`config.mk`:
```
export PLATFORM = sky130hd
export DESIGN_NAME = accum_stream
export DESIGN_NICKNAME = d
export VERILOG_FILES = /design/src/rtl/accum_pkg.sv /design/src/rtl/accum_adder.sv /design/src/rtl/accum_stream.sv
export SDC_FILE = /design/constraint.sdc
export NUM_CORES = 1
export LEC_CHECK = 0
export CORE_AREA = 2 2 49 51
export CTS_BUF_LIST = sky130_fd_sc_hd__clkbuf_4
export CTS_CLUSTER_DIAMETER = 30
export DETAILED_ROUTE_END_ITERATION = 16
export DIE_AREA = 0 0 51 53
export GPL_ROUTABILITY_DRIVEN = 0
export GPL_TIMING_DRIVEN = 0
export PLACE_DENSITY_LB_ADDON = 0.15
export SLEW_MARGIN = 40
export SYNTH_ARGS = -nofsm -noshare
export SYNTH_HDL_FRONTEND = slang
export SYNTH_SLANG_ARGS = --single-unit
export TNS_END_PERCENT = 30
```
`constraint.sdc`:
```
create_clock -name i_clk -period 3.13 [get_ports i_clk]
set_clock_uncertainty 0.2 [all_clocks]
set_input_delay 0.626 -clock i_clk [delete_from_list [all_inputs] [get_ports i_clk]]
set_output_delay 0.626 -clock i_clk [all_outputs]
set_load 0.05 [all_outputs]
```
`src/rtl/accum_pkg.sv`:
```
// accum_pkg: shared FSM state type and saturation limits for accum_stream
//   state_e      : IDLE / ACC / DONE frame states
//   sat_max(w)   : bit pattern of the largest signed w-bit value
//   sat_min(w)   : bit pattern of the smallest signed w-bit value
package accum_pkg;
  typedef enum logic [1:0] {IDLE, ACC, DONE} state_e;
  function automatic logic [63:0] sat_max(input int w);
    return (64'd1 << (w - 1)) - 64'd1;
  endfunction
  function automatic logic [63:0] sat_min(input int w);
    return 64'd1 << (w - 1);
  endfunction
endpackage

```
`src/rtl/accum_adder.sv`:
```
// accum_adder: combinational WIDTH-bit adder with carry-out and signed overflow
//   a_i, b_i : operands (two's complement)
//   sum_o    : a_i + b_i modulo 2^WIDTH
//   carry_o  : unsigned carry-out of the raw addition
//   ovf_o    : signed overflow (same-sign operands, result sign differs)
module accum_adder #(
  parameter int WIDTH = 8
) (
  input  logic [WIDTH-1:0] a_i,
  input  logic [WIDTH-1:0] b_i,
  output logic [WIDTH-1:0] sum_o,
  output logic             carry_o,
  output logic             ovf_o
);
  assign {carry_o, sum_o} = {1'b0, a_i} + {1'b0, b_i};
  assign ovf_o = (a_i[WIDTH-1] == b_i[WIDTH-1]) && (sum_o[WIDTH-1] != a_i[WIDTH-1]);
endmodule

```
`src/rtl/accum_stream.sv`:
```
// accum_stream: sums a frame of i_len streamed samples and hands the result downstream
//   i_clk / ni_rst        : clock, synchronous active-low reset
//   i_start, i_len        : frame start pulse and sample count (sampled in IDLE only)
//   i_clr                 : synchronous abort, returns to IDLE with cleared state
//   i_valid, i_data       : sample stream, accepted while o_ready (ACC state)
//   o_valid, i_ready      : result handshake, result held until i_ready in DONE
//   o_sum, o_carry, o_ovf : frame sum, sticky unsigned carry, sticky signed overflow
//   o_busy                : FSM not in IDLE
//   Macro ACCUM_SAT_EN    : clamp the sum on signed overflow instead of wrapping
module accum_stream
  import accum_pkg::*;
#(
  parameter int WIDTH = 8,
  parameter int LEN_W = 4
) (
  input  logic             i_clk,
  input  logic             ni_rst,
  input  logic             i_start,
  input  logic [LEN_W-1:0] i_len,
  input  logic             i_clr,
  input  logic             i_valid,
  input  logic [WIDTH-1:0] i_data,
  output logic             o_ready,
  output logic             o_valid,
  input  logic             i_ready,
  output logic [WIDTH-1:0] o_sum,
  output logic             o_carry,
  output logic             o_ovf,
  output logic             o_busy
);
  localparam logic [WIDTH-1:0] SAT_MAX = WIDTH'(sat_max(WIDTH));
  localparam logic [WIDTH-1:0] SAT_MIN = WIDTH'(sat_min(WIDTH));
  state_e           state_q, state_d;
  logic [WIDTH-1:0] acc_q, acc_d, add_sum, new_sum;
  logic [LEN_W-1:0] cnt_q, cnt_d;
  logic             carry_q, carry_d, ovf_q, ovf_d, add_carry, add_ovf;
  accum_adder #(.WIDTH(WIDTH)) u_add (
    .a_i    (acc_q),
    .b_i    (i_data),
    .sum_o  (add_sum),
    .carry_o(add_carry),
    .ovf_o  (add_ovf)
  );
`ifdef ACCUM_SAT_EN
  // Overflow direction follows the accumulator sign: both operands share it.
  assign new_sum = add_ovf ? (acc_q[WIDTH-1] ? SAT_MIN : SAT_MAX) : add_sum;
`else
  assign new_sum = add_sum;
`endif
  always_comb begin
    state_d = state_q;
    acc_d   = acc_q;
    cnt_d   = cnt_q;
    carry_d = carry_q;
    ovf_d   = ovf_q;
    unique case (state_q)
      IDLE: if (i_start) begin
        acc_d   = '0;
        carry_d = 1'b0;
        ovf_d   = 1'b0;
        cnt_d   = i_len;
        state_d = (i_len != '0) ? ACC : DONE;
      end
      ACC: if (i_valid) begin
        acc_d   = new_sum;
        carry_d = carry_q | add_carry;
        ovf_d   = ovf_q | add_ovf;
        cnt_d   = cnt_q - 1'b1;
        state_d = (cnt_q == LEN_W'(1)) ? DONE : ACC;
      end
      DONE: if (i_ready) state_d = IDLE;
      default: state_d = IDLE;
    endcase
    if (i_clr) begin
      state_d = IDLE;
      acc_d   = '0;
      cnt_d   = '0;
      carry_d = 1'b0;
      ovf_d   = 1'b0;
    end
  end
  always_ff @(posedge i_clk) begin
    if (!ni_rst) begin
      state_q <= IDLE;
      acc_q   <= '0;
      cnt_q   <= '0;
      carry_q <= 1'b0;
      ovf_q   <= 1'b0;
    end else begin
      state_q <= state_d;
      acc_q   <= acc_d;
      cnt_q   <= cnt_d;
      carry_q <= carry_d;
      ovf_q   <= ovf_d;
    end
  end
  assign o_ready = (state_q == ACC);
  assign o_valid = (state_q == DONE);
  assign o_busy  = (state_q != IDLE);
  assign o_sum   = acc_q;
  assign o_carry = carry_q;
  assign o_ovf   = ovf_q;
endmodule

```
* Yosys cells after proc, flatten, opt, wreduce, memory -nomap -nowiden
Cells that the tools add are included.
** Word-level totals
- Bits in registers :: 16
- Output and inout port bits :: 13
- Input port bits :: 18
- Word-level logic and storage cells :: 43
** Operators by class
- Reductions and logical operators :: 8
- Mux-type cells :: 17
- Equal/unequal tests :: 8
- $add $sub $neg :: 2
- Bitwise operators :: 3
** Operator list (number)
- 2-to-1 mux 8 bit :: 2
- one-hot mux 8 bit (2 select lines) :: 1
- 2-to-1 mux 2 bit :: 5
- adder 8 x 8 -> 9 bit :: 1
- 2-to-1 mux 4 bit :: 2
- one-hot mux 4 bit (2 select lines) :: 1
- one-hot mux 2 bit (3 select lines) :: 1
- AND reduction 3 bit :: 2
- equality test 4 x 1 -> 1 bit, second input constant :: 1
- != test 2 bit, second input constant :: 2
- one-hot mux 1 bit (2 select lines) :: 2
- nonzero test 2 bit :: 2
- nonzero test 4 bit :: 1
- subtractor 4 x 1 -> 4 bit, second input constant :: 1
- 2-to-1 mux 1 bit :: 3
- equality test 2 x 1 -> 1 bit, second input constant :: 1
- equality test 2 bit, second input constant :: 1
- zero test 2 bit :: 1
- != test 2 x 1 -> 1 bit, second input constant :: 1
- bitwise OR 1 bit :: 2
- OR reduction 2 bit :: 1
- equality test 1 bit :: 1
- logical AND 1 bit :: 1
- != test 1 bit :: 1
- NOT 1 bit :: 1

* Logic depth before layout (Yosys ltp)
- Depth after elaboration :: 6
- Depth in mapped cells :: 7
- Gate-level depth less buffers :: 7

* Cells and area by module
Synthesis repeated with hierarchy kept, for this count alone.
** Second synthesis, totals
- Cell total of the unflattened synthesis :: 138
- Area, all modules :: 1141.1 µm²
** Modules (own cells, without submodules)
- accum_stream :: area an instance 812.0 µm², sequential area each 320.3 µm², instances 1, cells an instance 96
- accum_adder :: area an instance 329.1 µm², sequential area each 0.0 µm², instances 1, cells an instance 42

* Worst setup path after synthesis
No wires, ideal clock.
- Kind :: input -> register
- From :: in i_data[0]
- To :: reg acc_q[6] (netlist: o_sum[6])
- Setup time :: 123 ps
- Path buffers :: 0
- Slack :: 873 ps
- Cell stages on the path :: 7
- Arrival :: 1934 ps
- Path through :: ha_1 -> fa_1 -> a211oi_1 -> o21bai_1 -> a21oi_1 -> xor2_1 -> o31ai_1
** On the way
- Word-level cells in the longest chain between the ends :: 3
** Ends and longest elaborated chain
- from (decl) :: RTL line accum_stream.sv:22 : input logic [WIDTH-1:0] i_data,
- adder 8 x 8 -> 9 bit :: RTL line accum_adder.sv:15 : assign {carry_o, sum_o} = {1'b0, a_i} + {1'b0, b_i};
- 2-to-1 mux 8 bit :: RTL line accum_stream.sv:64 : ACC: if (i_valid) begin
- one-hot mux 8 bit (2 select lines) :: RTL line accum_stream.sv:56 : unique case (state_q)
- to (signal assigned) :: RTL line accum_stream.sv:85 : acc_q <= '0;
- to (signal assigned) :: RTL line accum_stream.sv:91 : acc_q <= acc_d;
- to (decl) :: RTL line accum_stream.sv:34 : logic [WIDTH-1:0] acc_q, acc_d, add_sum, new_sum;
Every way passes these cells. The select of a mux whose other input is x is not followed.
A chain may end at the register's enable or synchronous reset.

* Worst setup path after layout
- From :: reg state_q[1]
- To :: out o_ready
** On the way
- Word-level cells in the longest chain between the ends :: 1
** Ends and longest elaborated chain
- from (decl) :: RTL line accum_stream.sv:33 : state_e state_q, state_d;
- from (signal assigned) :: RTL line accum_stream.sv:90 : state_q <= state_d;
- equality test 2 x 1 -> 1 bit :: RTL line accum_stream.sv:97 : assign o_ready = (state_q == ACC);
- to (decl) :: RTL line accum_stream.sv:23 : output logic o_ready,
Every way passes these cells.

==> results.py <==
metrics = {
    "status": {
        "status": "complete, no violations",
    },
    "route": {
        "post_drt_wl_per_cell_um": 13.3,
        "drc": 0,
        "drt_pass1_iterations": 4,
        "routed_wl_um": 2470,
        "avgViaCountPerCell": 5.57,
        "drt_iter0_drc": 18,
        "ant_nets": 0,
        "vias": 1036,
    },
    "cells_and_area": {
        "final_common_cell": "clkdlybuf4s50_1",
        "drive_gt1_frac": 0.0570,
        "areaGrowthSynthToFinish_pct": 33.8,
        "antennaDiodeCount": 0,
        "finish.utilization": 0.659,
        "final_cell_mix": "clkdlybuf4s50_1, nor2_1, dfxtp_1",
        "nets": 189,
    },
    "sta": {
        "fin_crit_sh": 0.824,
        "slew_headroom": 0.655,
        "rsz0062_at_grt": "no",
        "slew_viol_final": 0,
        "hold_viol": 0,
        "max_freq_mhz": 388,
        "setup_viol": 0,
        "period_needed_ns": 2.58,
        "worst_pin_slew_ns": 0.518,
        "tns_ns": 0,
    },
    "die": {
        "die-height_um": 53,
        "core_area_um2": 2150,
        "die_w_um": 51,
        "die-area_um2": 2700,
        "num_rows": 17,
        "boundaryPins": 31,
        "initial_core_util": 0.492,
    },
    "hold_path": {
        "hold_path_class": "reg -> reg",
    },
    "clock_tree": {
        "post_cts_buffers": 0,
        "clock_sinks": 16,
        "cts_buffers": 3,
        "cts_tree": "built",
        "cts_root_buf": "clkbuf_4",
        "cts.repair.resized": 0,
        "clock_path_buffers": 2,
        "hold_buffers": 0,
        "htree_levels": 1,
        "clk_pin_slew_ns": 0.09,
        "clk-insertion-delay-late_ns": 0.28,
    },
    "critical_path": {
        "cp_slowest_cell": "clkdlybuf4s50_1",
        "r2r_slack_ns": 0.99,
        "worstPathMaxFanout": 6,
        "cp_cell_sequence": "nand2b_1 > inv_1 > clkdlybuf4s50_1",
        "path_class": "reg -> out",
        "path_delay_family": "buffers and inverters",
        "cp_slowest_stage_delay_ns": 0.82,
        "critPathRequiredTime_ns": 2.30,
        "arrival_ns": 1.75,
        "start_kind": "register",
        "path_buf_inv": 2,
        "endpoint_kind": "output port",
    },
    "yosys": {
        "synth_ff_type": "dfxtp_1",
        "ys_seq_elements": 16,
        "syn_area_um2": 1060,
        "yosysSeqAreaShare": 0.303,
        "synth_nets": 154,
        "synth-async-reset-ratio": 0,
        "synth_enable_flop_cells": 0,
        "syn_avg_cell_area_um2": 8.46,
        "synth_cell_types": 35,
        "syn_inst": 125,
        "yosysWarnings": 0,
    },
    "grt": {
        "grt_usage": 0.199,
        "grt_use_met3": 0.0339,
        "grt_use_met1": 0.236,
        "grt_max_degree": 11,
        "grt_pass1_vias": 976,
        "busiest_layer": "met2",
        "grt-ovfl-total": 0,
        "grtUsageMet2": 0.359,
        "grt_pass1_wl_um": 4070,
        "grt_antenna_before_repair": 0,
    },
    "power_and_ir_drop": {
        "p_leak_nw": 0.565,
        "p_per_area_nw_per_um2": 295,
        "peakVddDrop_v": 0.000268,
    },
    "flow_run": {
        "cap_violations": 0,
    },
    "place": {
        "hpwl_um": 1930,
        "io_buffer_count": 30,
    },
}
per-layer routing:
layer | vias up | routed length, µm
met5 | - | 0
met2 | 26 | 1190
met1 | 481 | 1150
li1 | 525 | -
met4 | 0 | 29
met3 | 4 | 100
worst register-to-register path, delay by kind of cell (launching register included):
kind                       cells  cell delay, ns
AOI/OAI and AO/OA              4            0.78
adders and majority gates      2            0.65
DFF                            1            0.33
xor gates and xnor gates       1            0.08
metrics by stage:
step	hold WS, ns	power (mW)	cells	cell area, µm²	setup WS [ns]
final	0.291	0.418	186	1420	0.550
after global routing	0.339	0.438	186	1420	0.448
after CTS	0.294	0.421	186	1420	0.548
after detailed placement	0.272	0.316	183	1390	0.287
after global placement	0.255	0.314	183	1390	0.334
after floorplan	0.274	0.275	125	1060	0.873
registers in the layout (all words and copies together) (netlist names):
| register | count |
|---|---|
| o_ovf | 1 |
| state_q | 2 |
| o_sum | 8 |
| o_carry | 1 |
| cnt_q | 4 |
synthesized netlist by cell type (all sizes together) (2+ instances only):
cell type / n / area, µm²
nor2: 17 / 63.8
dfxtp: 16 / 320
a21oi: 10 / 50.1
ha: 10 / 125
nand3: 7 / 35.0
a211oi: 6 / 55.1
a22oi: 6 / 45.0
inv: 6 / 22.5
buf: 4 / 38.8
nand2: 4 / 15.0
o21ai: 4 / 20.0
a21o: 3 / 22.5
nand4: 3 / 18.8
nor3: 3 / 15.0
xor2: 3 / 26.3
and2: 2 / 12.5
nand2b: 2 / 12.5
o31ai: 2 / 15.0
or4: 2 / 15.0
xnor2: 2 / 17.5
report_power, final:
group,leakage (nW),switching (mW),internal (mW)
clock network,0.0138,0.0618,0.0446
logic,0.422,0.0520,0.0490
registers,0.130,0.00306,0.207
cell families (layout without fill, tap and decap cells):
kind of cell    count (synthesis)  count (layout)  synth area share
compound gates                 37              37             0.240
flops                          16              16             0.303
buf+inv                        11              44            0.0615
fa+ha+maj                      11              11             0.137
xor+xnor                        5               5            0.0414
mux                             1               1           0.00947
simple gates                   44              44             0.207
layout make-up:
cell class / count / area (µm²)
plain buffers: 5 / 42.5
flip-flops and latches: 16 / 320
inverters: 6 / 22.5
well taps: 28 / 35.0
multi-input cells: 98 / 672
repair buffers: 30 / 300
fillers: 196 / 733
clock buffers: 3 / 22.5
final timing paths:
kind	from	end	cells past startpoint
max reg2reg	o_sum[0]$_SDFFE_PP0P_	o_sum[6]$_SDFFE_PP0P_	7
max	state_q[1]$_SDFFE_PP0P_	o_ready	3
min reg2reg	o_ovf$_SDFFE_PP0P_	o_ovf$_SDFFE_PP0P_	2
min	o_ovf$_SDFFE_PP0P_	o_ovf$_SDFFE_PP0P_	2
(Power assumes the default switching activity.)
